`config.mk`:
```
export PLATFORM = sky130hd
export DESIGN_NAME = rgb_to_raw_frame_ctrl
export DESIGN_NICKNAME = d
export VERILOG_FILES = /design/src/rtl/rgb_to_raw_frame_ctrl.sv
export SDC_FILE = /design/constraint.sdc
export NUM_CORES = 1
export LEC_CHECK = 0
export BUFFER_PORTS_ARGS = -buffer_cell sky130_fd_sc_hd__clkbuf_2
export CAP_MARGIN = 40
export CORE_MARGIN = 2
export CORE_UTILIZATION = 55
export DETAILED_ROUTE_END_ITERATION = 8
export GPL_TIMING_DRIVEN = 1
export PLACE_DENSITY = 0.73
export SLEW_MARGIN = 20
export SYNTH_ARGS = -nofsm -noshare
export SYNTH_HDL_FRONTEND = slang
export SYNTH_SLANG_ARGS = --single-unit
```
`constraint.sdc`:
```
create_clock -name clk -period 2.2 [get_ports clk]
set_input_delay 0.11 -clock clk [delete_from_list [all_inputs] [get_ports clk]]
set_output_delay 0.11 -clock clk [all_outputs]
set_load 0.01 [all_outputs]
```
`src/rtl/rgb_to_raw_frame_ctrl.sv`:
```
// -----------------------------------------------------------------------------
// rgb_to_raw_frame_ctrl
//
// Frame-synchronous controller for the RGB/YUV-to-RAW repacking datapath.
// - Accepts configuration requests (transfer mode and Bayer start phase) over a
//   valid/ready handshake.
// - Commits a request only on a VS rising edge. If VS never arrives, a watchdog
//   forces the commit.
// - After a mode change, mutes the datapath for C_MUTE_FRAMES frames.
// - Generates the per-line Bayer row/column phase.
// - Measures the active width and height of each frame.
//
// Ports:
//   clk, rst             video clock, synchronous active-high reset
//   vs_i, hs_i, de_i     input video timing
//   cfg_valid/cfg_ready  request handshake
//   cfg_mode, cfg_phase  requested mode and Bayer start phase
//   transfer_mode        committed mode driven to the repacker
//   row_odd, col_swap    Bayer row selector and even/odd pixel colour swap
//   mute                 datapath must blank its output
//   cfg_done             one-cycle pulse when a request is committed
//   cfg_timeout          one-cycle pulse when the VS watchdog expired
//   frame_cnt            VS rising edges since reset (saturating)
//   meas_width/height    active width/height of the previous frame
//   meas_valid           meas_* hold a completed frame measurement
// -----------------------------------------------------------------------------
module rgb_to_raw_frame_ctrl #(
   parameter int         C_CNT_W       = 16,
   parameter int         C_VS_TIMEOUT  = 2**24,
   parameter int         C_MUTE_FRAMES = 1,
   parameter logic [1:0] C_INIT_MODE   = 2'd0
) (
   input  logic               clk,
   input  logic               rst,
   input  logic               vs_i,
   input  logic               hs_i,
   input  logic               de_i,
   input  logic               cfg_valid,
   output logic               cfg_ready,
   input  logic [1:0]         cfg_mode,
   input  logic [1:0]         cfg_phase,
   output logic [1:0]         transfer_mode,
   output logic               row_odd,
   output logic               col_swap,
   output logic               mute,
   output logic               cfg_done,
   output logic               cfg_timeout,
   output logic [C_CNT_W-1:0] frame_cnt,
   output logic [C_CNT_W-1:0] meas_width,
   output logic [C_CNT_W-1:0] meas_height,
   output logic               meas_valid
);

   localparam int                 C_TO_W      = $clog2(C_VS_TIMEOUT) + 1;
   localparam logic [C_TO_W-1:0]  C_TO_LAST   = C_TO_W'(C_VS_TIMEOUT - 1);
   localparam int                 C_MC_W      = $clog2(C_MUTE_FRAMES + 1) + 1;
   localparam logic [C_MC_W-1:0]  C_MUTE_INIT = C_MC_W'(C_MUTE_FRAMES);
   localparam logic [C_CNT_W-1:0] C_SAT       = '1;

   typedef enum logic [1:0] {S_IDLE, S_PEND, S_APPLY, S_SETTLE} state_t;

   state_t              r_state, w_state_nxt;
   logic                r_vs_d, r_hs_d, r_de_d;
   logic [1:0]          r_pend_mode, r_pend_phase, r_phase, r_transfer_mode;
   logic                r_timed_out, r_mute, r_cfg_done, r_cfg_timeout;
   logic [C_TO_W-1:0]   r_to_cnt;
   logic [C_MC_W-1:0]   r_mute_cnt;
   logic                r_has_de, r_line_odd, r_row_odd, r_col_swap;
   logic [C_CNT_W-1:0]  r_cur_w, r_last_w, r_lines, r_frame_cnt;
   logic [C_CNT_W-1:0]  r_meas_width, r_meas_height;
   logic                r_meas_valid;

   logic w_vs_pos, w_hs_pos, w_de_neg, w_to_hit, w_mute_last, w_mode_change;

   assign w_vs_pos      = vs_i & ~r_vs_d;
   assign w_hs_pos      = hs_i & ~r_hs_d;
   assign w_de_neg      = r_de_d & ~de_i;
   assign w_to_hit      = (r_to_cnt == C_TO_LAST);
   assign w_mute_last   = (r_mute_cnt == C_MC_W'(1));
   assign w_mode_change = (r_pend_mode != r_transfer_mode) && (C_MUTE_FRAMES > 0);

   // FSM state register
   always_ff @(posedge clk) begin
      if (rst) r_state <= S_IDLE;
      else     r_state <= w_state_nxt;
   end

   // NOTE: every signal assigned in a combinational block gets a default first.
   // A path that leaves it unassigned would infer a latch.
   always_comb begin
      w_state_nxt = r_state;
      case (r_state)
         S_IDLE:   if (cfg_valid)             w_state_nxt = S_PEND;
         S_PEND:   if (w_vs_pos || w_to_hit)  w_state_nxt = S_APPLY;
         S_APPLY:  w_state_nxt = w_mode_change ? S_SETTLE : S_IDLE;
         S_SETTLE: if ((w_vs_pos && w_mute_last) || (!w_vs_pos && w_to_hit))
                      w_state_nxt = S_IDLE;
         default:  w_state_nxt = S_IDLE;
      endcase
   end

   // Commit path: pending request, watchdog, mute window, done/timeout pulses.
   // NOTE: sequential state is written with non-blocking assignments, so every
   // register samples the pre-edge values of the others.
   always_ff @(posedge clk) begin
      if (rst) begin
         r_pend_mode     <= '0;
         r_pend_phase    <= '0;
         r_phase         <= '0;
         r_transfer_mode <= C_INIT_MODE;
         r_timed_out     <= 1'b0;
         r_to_cnt        <= '0;
         r_mute_cnt      <= '0;
         r_mute          <= 1'b0;
         r_cfg_done      <= 1'b0;
         r_cfg_timeout   <= 1'b0;
      end else begin
         r_cfg_done    <= 1'b0;
         r_cfg_timeout <= 1'b0;
         case (r_state)
            S_IDLE: begin
               if (cfg_valid) begin
                  r_pend_mode  <= cfg_mode;
                  r_pend_phase <= cfg_phase;
                  r_to_cnt     <= '0;
                  r_timed_out  <= 1'b0;
               end
            end
            S_PEND: begin
               // VS wins over a watchdog expiry in the same cycle
               if (!w_vs_pos) begin
                  if (w_to_hit) r_timed_out <= 1'b1;
                  else          r_to_cnt    <= r_to_cnt + 1'b1;
               end
            end
            S_APPLY: begin
               r_transfer_mode <= r_pend_mode;
               r_phase         <= r_pend_phase;
               r_cfg_done      <= 1'b1;
               r_cfg_timeout   <= r_timed_out;
               r_to_cnt        <= '0;
               if (w_mode_change) begin
                  r_mute     <= 1'b1;
                  r_mute_cnt <= C_MUTE_INIT;
               end
            end
            S_SETTLE: begin
               if (w_vs_pos) begin
                  // The watchdog counts a missing VS, so every VS restarts it
                  r_to_cnt   <= '0;
                  r_mute_cnt <= r_mute_cnt - 1'b1;
                  if (w_mute_last) r_mute <= 1'b0;
               end else if (w_to_hit) begin
                  r_mute        <= 1'b0;
                  r_mute_cnt    <= '0;
                  r_cfg_timeout <= 1'b1;
               end else begin
                  r_to_cnt <= r_to_cnt + 1'b1;
               end
            end
            default: ;
         endcase
      end
   end

   // Edge history, line phase and frame measurement
   always_ff @(posedge clk) begin
      if (rst) begin
         r_vs_d        <= 1'b0;
         r_hs_d        <= 1'b0;
         r_de_d        <= 1'b0;
         r_has_de      <= 1'b0;
         r_line_odd    <= 1'b0;
         r_row_odd     <= 1'b0;
         r_col_swap    <= 1'b0;
         r_cur_w       <= '0;
         r_last_w      <= '0;
         r_lines       <= '0;
         r_frame_cnt   <= '0;
         r_meas_width  <= '0;
         r_meas_height <= '0;
         r_meas_valid  <= 1'b0;
      end else begin
         r_vs_d     <= vs_i;
         r_hs_d     <= hs_i;
         r_de_d     <= de_i;
         r_row_odd  <= r_line_odd ^ r_phase[1];
         r_col_swap <= r_phase[0];
         if (w_vs_pos) begin
            // VS overrides any coincident HS/DE edge and starts a clean frame
            r_has_de      <= 1'b0;
            r_line_odd    <= 1'b0;
            r_cur_w       <= '0;
            r_lines       <= '0;
            r_meas_width  <= r_last_w;
            r_meas_height <= r_lines;
            r_meas_valid  <= (r_lines != '0);
            if (r_frame_cnt != C_SAT) r_frame_cnt <= r_frame_cnt + 1'b1;
         end else begin
            if (de_i) r_has_de <= 1'b1;
            // Only lines after the first active line of the frame advance the row
            if (w_hs_pos && r_has_de) r_line_odd <= ~r_line_odd;
            if (w_hs_pos)                    r_cur_w <= '0;
            else if (de_i && r_cur_w != C_SAT) r_cur_w <= r_cur_w + 1'b1;
            // On a DE falling edge, cur_w already counts the final DE cycle
            if (w_de_neg) begin
               r_last_w <= r_cur_w;
               if (r_lines != C_SAT) r_lines <= r_lines + 1'b1;
            end
         end
      end
   end

   assign cfg_ready     = (r_state == S_IDLE);
   assign transfer_mode = r_transfer_mode;
   assign row_odd       = r_row_odd;
   assign col_swap      = r_col_swap;
   assign mute          = r_mute;
   assign cfg_done      = r_cfg_done;
   assign cfg_timeout   = r_cfg_timeout;
   assign frame_cnt     = r_frame_cnt;
   assign meas_width    = r_meas_width;
   assign meas_height   = r_meas_height;
   assign meas_valid    = r_meas_valid;

endmodule

```
==> flow_metrics.py <==
metrics = {
    "sta": {
        "hold_ws_ps": 41.66,
        "fin_worst_skew_ps": 6.167,
        "final-max-slew-violation-count": 0,
        "tightest_slew_ps": 775.5,
        "finalCritPeriodShare_pct": 98.05,
        "slew_headroom_pct": 48.30,
        "final-setup-viol-count": 0,
        "hold_viol": 0,
        "max_freq_ghz": 0.4636,
        "period_needed_ps": 2157,
    },
    "worst_setup_path": {
        "crit_fanout": 7,
        "r2r_cells": 7,
        "cp-endpoint": "r_to_cnt[16]",
        "crit_type": "reg -> reg",
        "crit_arrival_ps": 2440,
        "end_kind": "register",
        "crit_required_ps": 2490,
        "start_kind": "register",
        "r2r_slack_ps": 40,
        "crit-reg2reg-launch": "r_to_cnt[0]",
        "r2r_end": "r_to_cnt[16]",
        "crit_start": "r_to_cnt[0]",
    },
    "grt": {
        "grt-ovfl-total": 0,
        "antenna_found_initial": 0,
        "track_usage_pct": 23.77,
        "grt_pass1_wl_um": 24580,
        "grt_max_degree": 76,
        "grt_pass1_vias": 5314,
    },
    "synth": {
        "yosysTopAreaCell": "dfxtp_1",
        "synthCells": 753,
        "synth_mux_area_share_pct": 1.727,
        "synth_edf_count": 0,
        "ys.flop_type": "dfxtp_1",
        "synth_top_family_by_area": "simple AND/OR/NAND/NOR gates",
        "synth_nets": 769,
        "synth_xor_xnor_area_share_pct": 6.731,
        "yosysUniqueCellTypes": 61,
        "synth_compound_area_share_pct": 13.01,
        "ys_seq_area_share_pct": 45.53,
        "syn_area_sq_mm": 0.006376,
        "ys_ff_latch": 145,
        "synthSimpleGateAreaFrac_pct": 28.51,
        "postSynthAreaPerCell_sq_um": 8.468,
        "ys_warn_count": 0,
        "synth_fa_ha_area_share_pct": 1.177,
        "yosys-top-cells-area": "dfxtp_1 46%, nand2_1 7.7%, a21oi_1 4.9%",
        "yosys.area.top_type_share_pct": 45.53,
        "async_flop_share_pct": 0,
    },
    "routing": {
        "totalWireLength_um": 14570,
        "wl_per_cell_um": 14.69,
        "vias": 5589,
        "ant_nets": 0,
        "drc": 0,
        "via_per_inst": 5.634,
        "dr.pass1.iters": 7,
        "drt_iter0_markers": 283,
    },
    "placement": {
        "portBuffers": 66,
        "hpwl_um": 9960,
        "gp_congestion": 0.8444,
    },
    "pwr": {
        "power.density_mw_per_mm2": 791.6,
        "p_total_mw": 6.005,
        "peakVddDrop_mv": 0.7015,
        "p_leak_nw": 2.747,
    },
    "die": {
        "initial_core_util_pct": 56.08,
        "die_area_sq_mm": 0.01247,
        "die_h_um": 111.7,
        "row_count": 39,
        "ios": 67,
        "die_w_um": 111.7,
        "core_sq_mm": 0.01137,
    },
    "clock_tree": {
        "root_buffer": "clkbuf_16",
        "htree_levels": 4,
        "insertion_delay_ps": 420,
        "cts_inserted_buffers": 17,
        "clk_pin_slew_worst_paths_ps": 60,
        "cts.sinks": 145,
        "cts_buffer_depth": 2,
        "cts_tree": "done",
    },
    "hold_path": {
        "hp-class": "in -> reg",
    },
    "layout": {
        "area_delta_synth_final_pct": 18.98,
        "diodes": 0,
        "final_cell_mix": "145 x dfxtp_1, 130 x nand2_1, 77 x nor2_1",
        "final_nets": 852,
        "layout_commonest_cell": "dfxtp_1",
        "fillers": 944,
        "drive_gt1_share_pct": 16.96,
        "final_util_pct": 66.72,
    },
    "status": {
        "status": "complete, no violations",
    },
    "run": {
        "cap_violations": 0,
    },
}
[worst max-delay path: stages, from the launching register on]
cell,delay (ps)
dfxtp_1,400
ha_2,220
nand4_1,240
nor4_4,500
buf_4,180
nand2_2,100
o311ai_1,270
o41ai_1,120
[what timing repair did]
item | in CTS | in global routing
hold buffers | 5 | 0
gates resized for setup | 0 | 2
endpoints found under the hold margin | 5 | 0
setup endpoints to repair | 0 | 9
buffers inserted | 0 | 5
[state kept, by name (all words and copies together), names as in the netlist, 2 cells and up]
name / flops
r_to_cnt: 25
frame_cnt: 16
meas_height: 16
meas_width: 16
r_cur_w: 16
r_last_w: 16
r_lines: 16
r_mute_cnt: 2
r_pend_mode: 2
r_pend_phase: 2
r_phase: 2
r_state: 2
transfer_mode: 2
[cell type report]
cell class                 instances  area (sq um)  share of cell area, %
multi-input combinational        557          3269                  43.10
sequential                       145          2903                  38.26
timing repair buffer             101         609.3                  8.032
clock buffer                      22         464.2                  6.119
tap                              143         178.9                  2.359
clock inverter                    10         108.9                  1.435
inverter                          14         52.55                 0.6927
[synth_stat cells (7+ instances only)]
library cell,instances
o21ai_0,17
nor2_1,77
mux2i_1,11
and3_1,7
a21oi_1,62
nand2_1,130
nor3_1,14
nand3_1,31
xnor2_1,23
buf_2,7
xor2_1,26
nand4_1,24
inv_1,13
and4_1,7
nor2b_1,8
o211ai_1,10
clkbuf_1,25
nor4_1,12
dfxtp_1,145
[report_power, final]
part	switching (mW)	total, mW	internal (mW)
registers	0.0554	2.73	2.68
logic	0.313	0.486	0.173
clock network	1.06	2.79	1.72
[layer usage]
layer / global-route usage, % / part of all wire (%)
met2: 40.00 / 49
met3: 5.934 / 3.9
met1: 30.27 / 46
met4: 7.160 / 1.1
met5: 0 / 0
[logic make-up after synthesis]
family | Yosys count
compound gates | 130
xor+xnor | 49
fa+ha+maj | 6
buf+inv | 51
flops | 145
mux | 11
simple gates | 361
[how the worst min path moves through the flow]
stage	start	slack [ps]	to	cells after the start
floorplan	hs_i	240	r_hs_d	2
global placement	cfg_mode[0]	350	r_pend_mode[0]	3
detailed placement	hs_i	350	r_hs_d	3
CTS	vs_i	30	r_vs_d	2
global route	vs_i	30	r_vs_d	2
finish	de_i	40	r_has_de	3
[per-stage QoR]
stage          setup TNS, ps  instances  setup WS (ps)  cell area [sq um]
5_1_grt               -261.9        992         -77.74               7586
2_1_floorplan              0        753          303.3               6376
6_report                   0        992          42.97               7586
3_5_place_dp               0        950          104.0               6919
3_3_place_gp               0        950          199.9               6919
4_1_cts                    0        987          119.5               7542
Note: power is estimated with default switching activity, not from simulation.
